[config.mk]
export PLATFORM = sky130hd
export DESIGN_NAME = boton_acondicionador
export DESIGN_NICKNAME = d
export VERILOG_FILES = /design/src/rtl/boton_acondicionador_pkg.sv /design/src/rtl/boton_acondicionador_canal.sv /design/src/rtl/boton_acondicionador.sv
export SDC_FILE = /design/constraint.sdc
export NUM_CORES = 1
export LEC_CHECK = 0
export ABC_AREA = 1
export BUFFER_PORTS_ARGS = -buffer_cell sky130_fd_sc_hd__buf_2
export CAP_MARGIN = 25
export CORE_MARGIN = 2
export CORE_UTILIZATION = 40
export DETAILED_ROUTE_END_ITERATION = 16
export PLACE_DENSITY = 0.54
export SLEW_MARGIN = 20
export SYNTH_ARGS = -nofsm -noshare
export SYNTH_HDL_FRONTEND = slang
export SYNTH_HIERARCHICAL = 1
export SYNTH_SLANG_ARGS = --single-unit
[constraint.sdc]
create_clock -name clk -period 4.1 [get_ports clk]
set_input_delay 0.82 -clock clk [delete_from_list [all_inputs] [get_ports clk]]
set_output_delay 0.82 -clock clk [all_outputs]
set_load 0.05 [all_outputs]
[src/rtl/boton_acondicionador_pkg.sv]
// boton_acondicionador_pkg: shared channel FSM states and default timing constants
package boton_acondicionador_pkg;
  typedef enum logic [1:0] {
    SUELTO     = 2'd0,
    PRESIONADO = 2'd1,
    SOSTENIDO  = 2'd2
  } estado_t;
  localparam int NUM_BOTONES_DEF   = 3;
  localparam int CICLOS_POR_MS_DEF = 50000;
  localparam int DEBOUNCE_MS_DEF   = 20;
  localparam int HOLD_MS_DEF       = 5000;
endpackage

[src/rtl/boton_acondicionador_canal.sv]
// boton_canal: synchronizer, debounce and short/long press classifier for one button
module boton_canal
  import boton_acondicionador_pkg::*;
#(
  parameter int DEBOUNCE_MS = DEBOUNCE_MS_DEF,
  parameter int HOLD_MS     = HOLD_MS_DEF,
  parameter bit ACTIVO_BAJO = 1'b1
) (
  input  logic clk,
  input  logic reset,
  input  logic tick_i,
  input  logic boton_i,
  output logic nivel_o,
  output logic corto_o,
  output logic largo_o
);
  localparam int DW = $clog2(DEBOUNCE_MS) + 1;
  localparam int HW = $clog2(HOLD_MS) + 1;
  logic [1:0] sync_q;
  logic estable_q, estable_d, corto_q, corto_d, largo_q, largo_d;
  logic cambio, deb_fin, hold_fin;
  logic [DW-1:0] deb_q, deb_d;
  logic [HW-1:0] hold_q, hold_d;
  estado_t estado_q, estado_d;
  assign cambio   = sync_q[1] != estable_q;
  assign deb_fin  = tick_i && deb_q == DW'(DEBOUNCE_MS - 1);
  assign hold_fin = tick_i && hold_q == HW'(HOLD_MS - 1);
  always_comb begin
    estable_d = estable_q ^ (cambio && deb_fin);
    deb_d     = (!cambio || deb_fin) ? '0 : deb_q + DW'(tick_i);
  end
  // a fall coinciding with the hold threshold still counts as a long press
  always_comb begin
    estado_d = estado_q;
    hold_d   = hold_q;
    corto_d  = 1'b0;
    largo_d  = 1'b0;
    case (estado_q)
      SUELTO: begin
        estado_d = estable_q ? PRESIONADO : SUELTO;
        hold_d   = estable_q ? '0 : hold_q;
      end
      PRESIONADO: begin
        hold_d   = hold_q + HW'(tick_i);
        largo_d  = hold_fin;
        corto_d  = !hold_fin && !estable_q;
        estado_d = (hold_fin && estable_q) ? SOSTENIDO :
                   (hold_fin || !estable_q) ? SUELTO : PRESIONADO;
      end
      SOSTENIDO: estado_d = estable_q ? SOSTENIDO : SUELTO;
      default:   estado_d = SUELTO;
    endcase
  end
  always_ff @(posedge clk) begin
    if (!reset) begin
      sync_q    <= '0;
      estable_q <= 1'b0;
      deb_q     <= '0;
      hold_q    <= '0;
      estado_q  <= SUELTO;
      corto_q   <= 1'b0;
      largo_q   <= 1'b0;
    end else begin
      sync_q    <= {sync_q[0], boton_i ^ ACTIVO_BAJO};
      estable_q <= estable_d;
      deb_q     <= deb_d;
      hold_q    <= hold_d;
      estado_q  <= estado_d;
      corto_q   <= corto_d;
      largo_q   <= largo_d;
    end
  end
  assign nivel_o = estable_q;
  assign corto_o = corto_q;
  assign largo_o = largo_q;
endmodule

[src/rtl/boton_acondicionador.sv]
// boton_acondicionador: shared ms prescaler feeding one debounce/press channel per button
module boton_acondicionador
  import boton_acondicionador_pkg::*;
#(
  parameter int NUM_BOTONES   = NUM_BOTONES_DEF,
  parameter int CICLOS_POR_MS = CICLOS_POR_MS_DEF,
  parameter int DEBOUNCE_MS   = DEBOUNCE_MS_DEF,
  parameter int HOLD_MS       = HOLD_MS_DEF,
  parameter bit ACTIVO_BAJO   = 1'b1
) (
  input  logic                   clk,
  input  logic                   reset,
  input  logic [NUM_BOTONES-1:0] botones_in,
  output logic [NUM_BOTONES-1:0] boton_nivel,
  output logic [NUM_BOTONES-1:0] pulso_corto,
  output logic [NUM_BOTONES-1:0] pulso_largo,
  output logic                   tick_ms
);
  localparam int PW = $clog2(CICLOS_POR_MS) + 1;
  logic [PW-1:0] pres_q, pres_d;
  assign tick_ms = pres_q == PW'(CICLOS_POR_MS - 1);
  always_comb pres_d = tick_ms ? '0 : pres_q + 1'b1;
  always_ff @(posedge clk) begin
    if (!reset) pres_q <= '0;
    else pres_q <= pres_d;
  end
  for (genvar i = 0; i < NUM_BOTONES; i++) begin : g_canal
    boton_canal #(
      .DEBOUNCE_MS(DEBOUNCE_MS),
      .HOLD_MS    (HOLD_MS),
      .ACTIVO_BAJO(ACTIVO_BAJO)
    ) u_canal (
      .clk    (clk),
      .reset  (reset),
      .tick_i (tick_ms),
      .boton_i(botones_in[i]),
      .nivel_o(boton_nivel[i]),
      .corto_o(pulso_corto[i]),
      .largo_o(pulso_largo[i])
    );
  end
endmodule
==> out/results.txt <==
Placer Congestion - 0.789
EDFF count, synth - 0
Number of synthesized register bits - 98
Layout cells sized above 1 - 12.6%
Post-DP HPWL - 7380 microns
Number of global-route vias before repair - 3984
Fmax - 319 MHz
Syn Std Cell Area - 5000 sq um
H-tree levels - 3
# diodes - 0
Worst setup SP type - flop
Status - complete, no violations
Worst Path Arrival - 2.31 ns
Slew headroom - 50.6%
Sequential-to-total area share from yosys stat - 39.2%
Setup Buffers After CTS - 0
Post-route minimum period - 3.13 ns
Syn Nets - 731
Initial drt markers - 199
FFs w/ async S/R, synth - 0%
Layout Nets - 746
Total GRT Usage - 16.7%
Row cnt - 40
Hold endpoint - g_canal[2].u_canal/sync_q[1]
Slew @ Worst Pin - 0.735 ns
Number of CTS-inserted buffers - 9
Largest net degree at the start of global routing - 22
Syn Inst Count - 713
WL/cell - 11.3 microns
Critical R2R Launch - pres_q[0]
Routed vias - 4278
Worst-case clock buffer depth - 2
Worst hold stages - 2
Area leader, netlist - dfxtp_1
Worst Clk Skew - 0.00594 ns
Synth Area in Simple Gates - 35.4%
Origin of the worst min-delay path - g_canal[2].u_canal/sync_q[0]
Largest family of logic cells by synthesized area - simple AND/OR/NAND/NOR gates
CP endpoint kind - output pin
Pwr dens - 324 nW/um^2
Core area - 12100 sq um
Reg2reg path depth - 10
Io pins - 15
TritonCTS clock tree - done
DR pass1 iterations - 4
Syn. warnings - 6
RSZ-0062 raised after global routing - no
Hold Vio Cnt, Final - 0
Hold_buf cts - 0
IO buf count - 14
DR DRC count - 0
Compound-Gate Fraction of Synth Area - 10.1%
Area grow syn2layout - 10.0%
First-pass GRT wire length - 18000 microns
Die height - 116 microns
Worst-path fanout max - 8
Syn avg cell area - 7.01 sq um
Share of the synthesized area in the top cell type - 39.2%
Final wirelength - 10200 microns
Skew-Pair Late Insertion Delay - 0.35 ns
Root Driver - clkbuf_16
Fin Setup TNS - 0 ns
Hold crit path type - reg2reg
Peak VDD IR - 162 uV
Clk slew on worst S/H paths - 0.07 ns
Main synth FF type - dfxtp_1
Chip Width - 116 microns
Vias per Instance - 4.75
Maxcap violations - 0
Worst EP required - 3.28 ns
Final period util - 76.4%
Power Total - 1.78 mW
Num Clock Sinks - 98
# fillers - 1284
Finish-stage setup viols - 0
Initial core utilization - 41.3%
Worst R2R End - g_canal[2].u_canal/hold_q[6]
Antenna-violating nets left - 0
Yosys cell types - 32
Final Max Slew Viols - 0
Lkg Pwr - 2.05 nW
Total grt overflow - 0
Critical path class - reg2out
Mux share of post-synthesis cell area - 0%
Post-Synth Adder-Cell Area - 3.25%
Post-synthesis xor/xnor area fraction - 2.98%
Die area - 13400 sq um
Initial antenna violation count - 1
Post-CTS resize count - 0
R2R setup slack - 1.31 ns
Synth top area cells - dfxtp_1 39%, nor2_1 10%, nand2_1 10%, inv_1 6.6%, nand3_1 4.2%
cell type report:
cell class	count	area [sq um]	area share [%]
Multi-Input combinational cell	508	2600	47.3
Sequential cell	98	1960	35.7
Timing Repair Buffer	17	92.6	1.68
Clock inverter	7	55.1	1.00
Inverter	94	353	6.41
Clock buffer	9	225	4.09
Tap cell	168	210	3.82
metrics by stage:
step | cell area, sq um | setup WS (ns) | util [%] | instances | hold slack, ns
after global routing | 5500 | 0.791 | 45.4 | 901 | 0.434
after detailed placement | 5220 | 1.25 | 43.1 | 885 | 0.399
final | 5500 | 0.966 | 45.4 | 901 | 0.411
after floorplan | 5010 | 0.647 | - | 713 | 0.390
after global placement | 5220 | 1.34 | 43.1 | 885 | 0.400
after CTS | 5500 | 0.881 | 45.4 | 901 | 0.415
placed cells by master, fill, tap and decap left out, types with 2 or more instances in the layout:
| cell | n |
|---|---|
| nor3b_2 | 3 |
| a21oi_1 | 26 |
| xnor2_1 | 6 |
| o21ai_2 | 6 |
| clkinv_4 | 3 |
| buf_2 | 14 |
| clkinvlp_4 | 2 |
| a21oi_2 | 3 |
| nand2_1 | 136 |
| nand3_2 | 3 |
| a22oi_1 | 6 |
| clkinv_1 | 3 |
| o21ai_1 | 12 |
| inv_2 | 3 |
| nor2_2 | 7 |
| buf_4 | 3 |
| xor2_1 | 11 |
| nor2_1 | 139 |
| nand3_1 | 42 |
| ha_1 | 13 |
| nand2_2 | 23 |
| o21ai_0 | 30 |
| nor3_1 | 6 |
| o21bai_2 | 3 |
| nand3b_1 | 6 |
| inv_1 | 88 |
| dfxtp_1 | 98 |
| nor2_4 | 6 |
| nand4_1 | 18 |
| clkbuf_16 | 9 |
routing by layer:
| metal | global-route usage [%] | wire length [microns] | share of wire (%) | vias up |
|---|---|---|---|---|
| met5 | 0 | 13 | 0.13 | - |
| met4 | 7.54 | 180 | 1.8 | 2 |
| met3 | 2.98 | 324 | 3.2 | 13 |
| met2 | 26.6 | 4610 | 45 | 46 |
| met1 | 22.2 | 5060 | 50 | 1917 |
| li1 | - | - | - | 2300 |
power by group:
| part | internal [mW] | switching, mW |
|---|---|---|
| logic | 0.00792 | 0.0192 |
| registers | 0.957 | 0.00382 |
| clock network | 0.415 | 0.380 |
worst max-delay path by stage:
| stage | cells after the start | to | from |
|---|---|---|---|
| 6_report | 4 | tick_ms | pres_q[0] |
| 5_1_grt | 4 | tick_ms | pres_q[0] |
| 4_1_cts | 4 | tick_ms | pres_q[0] |
| 3_5_place_dp | 10 | g_canal[2].u_canal/hold_q[6] | pres_q[0] |
| 3_3_place_gp | 4 | tick_ms | pres_q[0] |
| 2_1_floorplan | 10 | g_canal[0].u_canal/hold_q[6] | pres_q[0] |
synthesized netlist by cell type, types with 4 or more instances:
cell type,count
nor2_1,139
dfxtp_1,98
xnor2_1,6
nor2_4,6
buf_6,4
ha_1,13
o21ai_2,6
o21ai_1,12
xor2_1,11
inv_1,88
nand4_1,18
a22oi_1,6
nand3b_1,6
nor3_1,6
o21ai_0,30
nand2_1,136
nand3_1,42
nand2_2,23
nor2_2,7
a21oi_1,26
kinds of logic after synthesis:
family,count (synthesis)
flops,98
buf+inv,107
xor+xnor,17
fa+ha+maj,13
simple gates,391
compound gates,87
registers in the layout, summed over array words and instances (netlist names), named ones only:
name                      count
g_canal.u_canal/corto_o       3
g_canal.u_canal/deb_q        18
g_canal.u_canal/estado_q      6
g_canal.u_canal/largo_o       3
pres_q                       17
g_canal.u_canal/sync_q        6
g_canal.u_canal/hold_q       42
critical path, stage by stage, from the launching register on:
cell and delay (ns):
dfxtp_1 0.38, ha_1 0.24, nand4_1 0.22, nor4_4 0.74, buf_2 0.39
No activity file was read; power rests on OpenSTA's default activity.
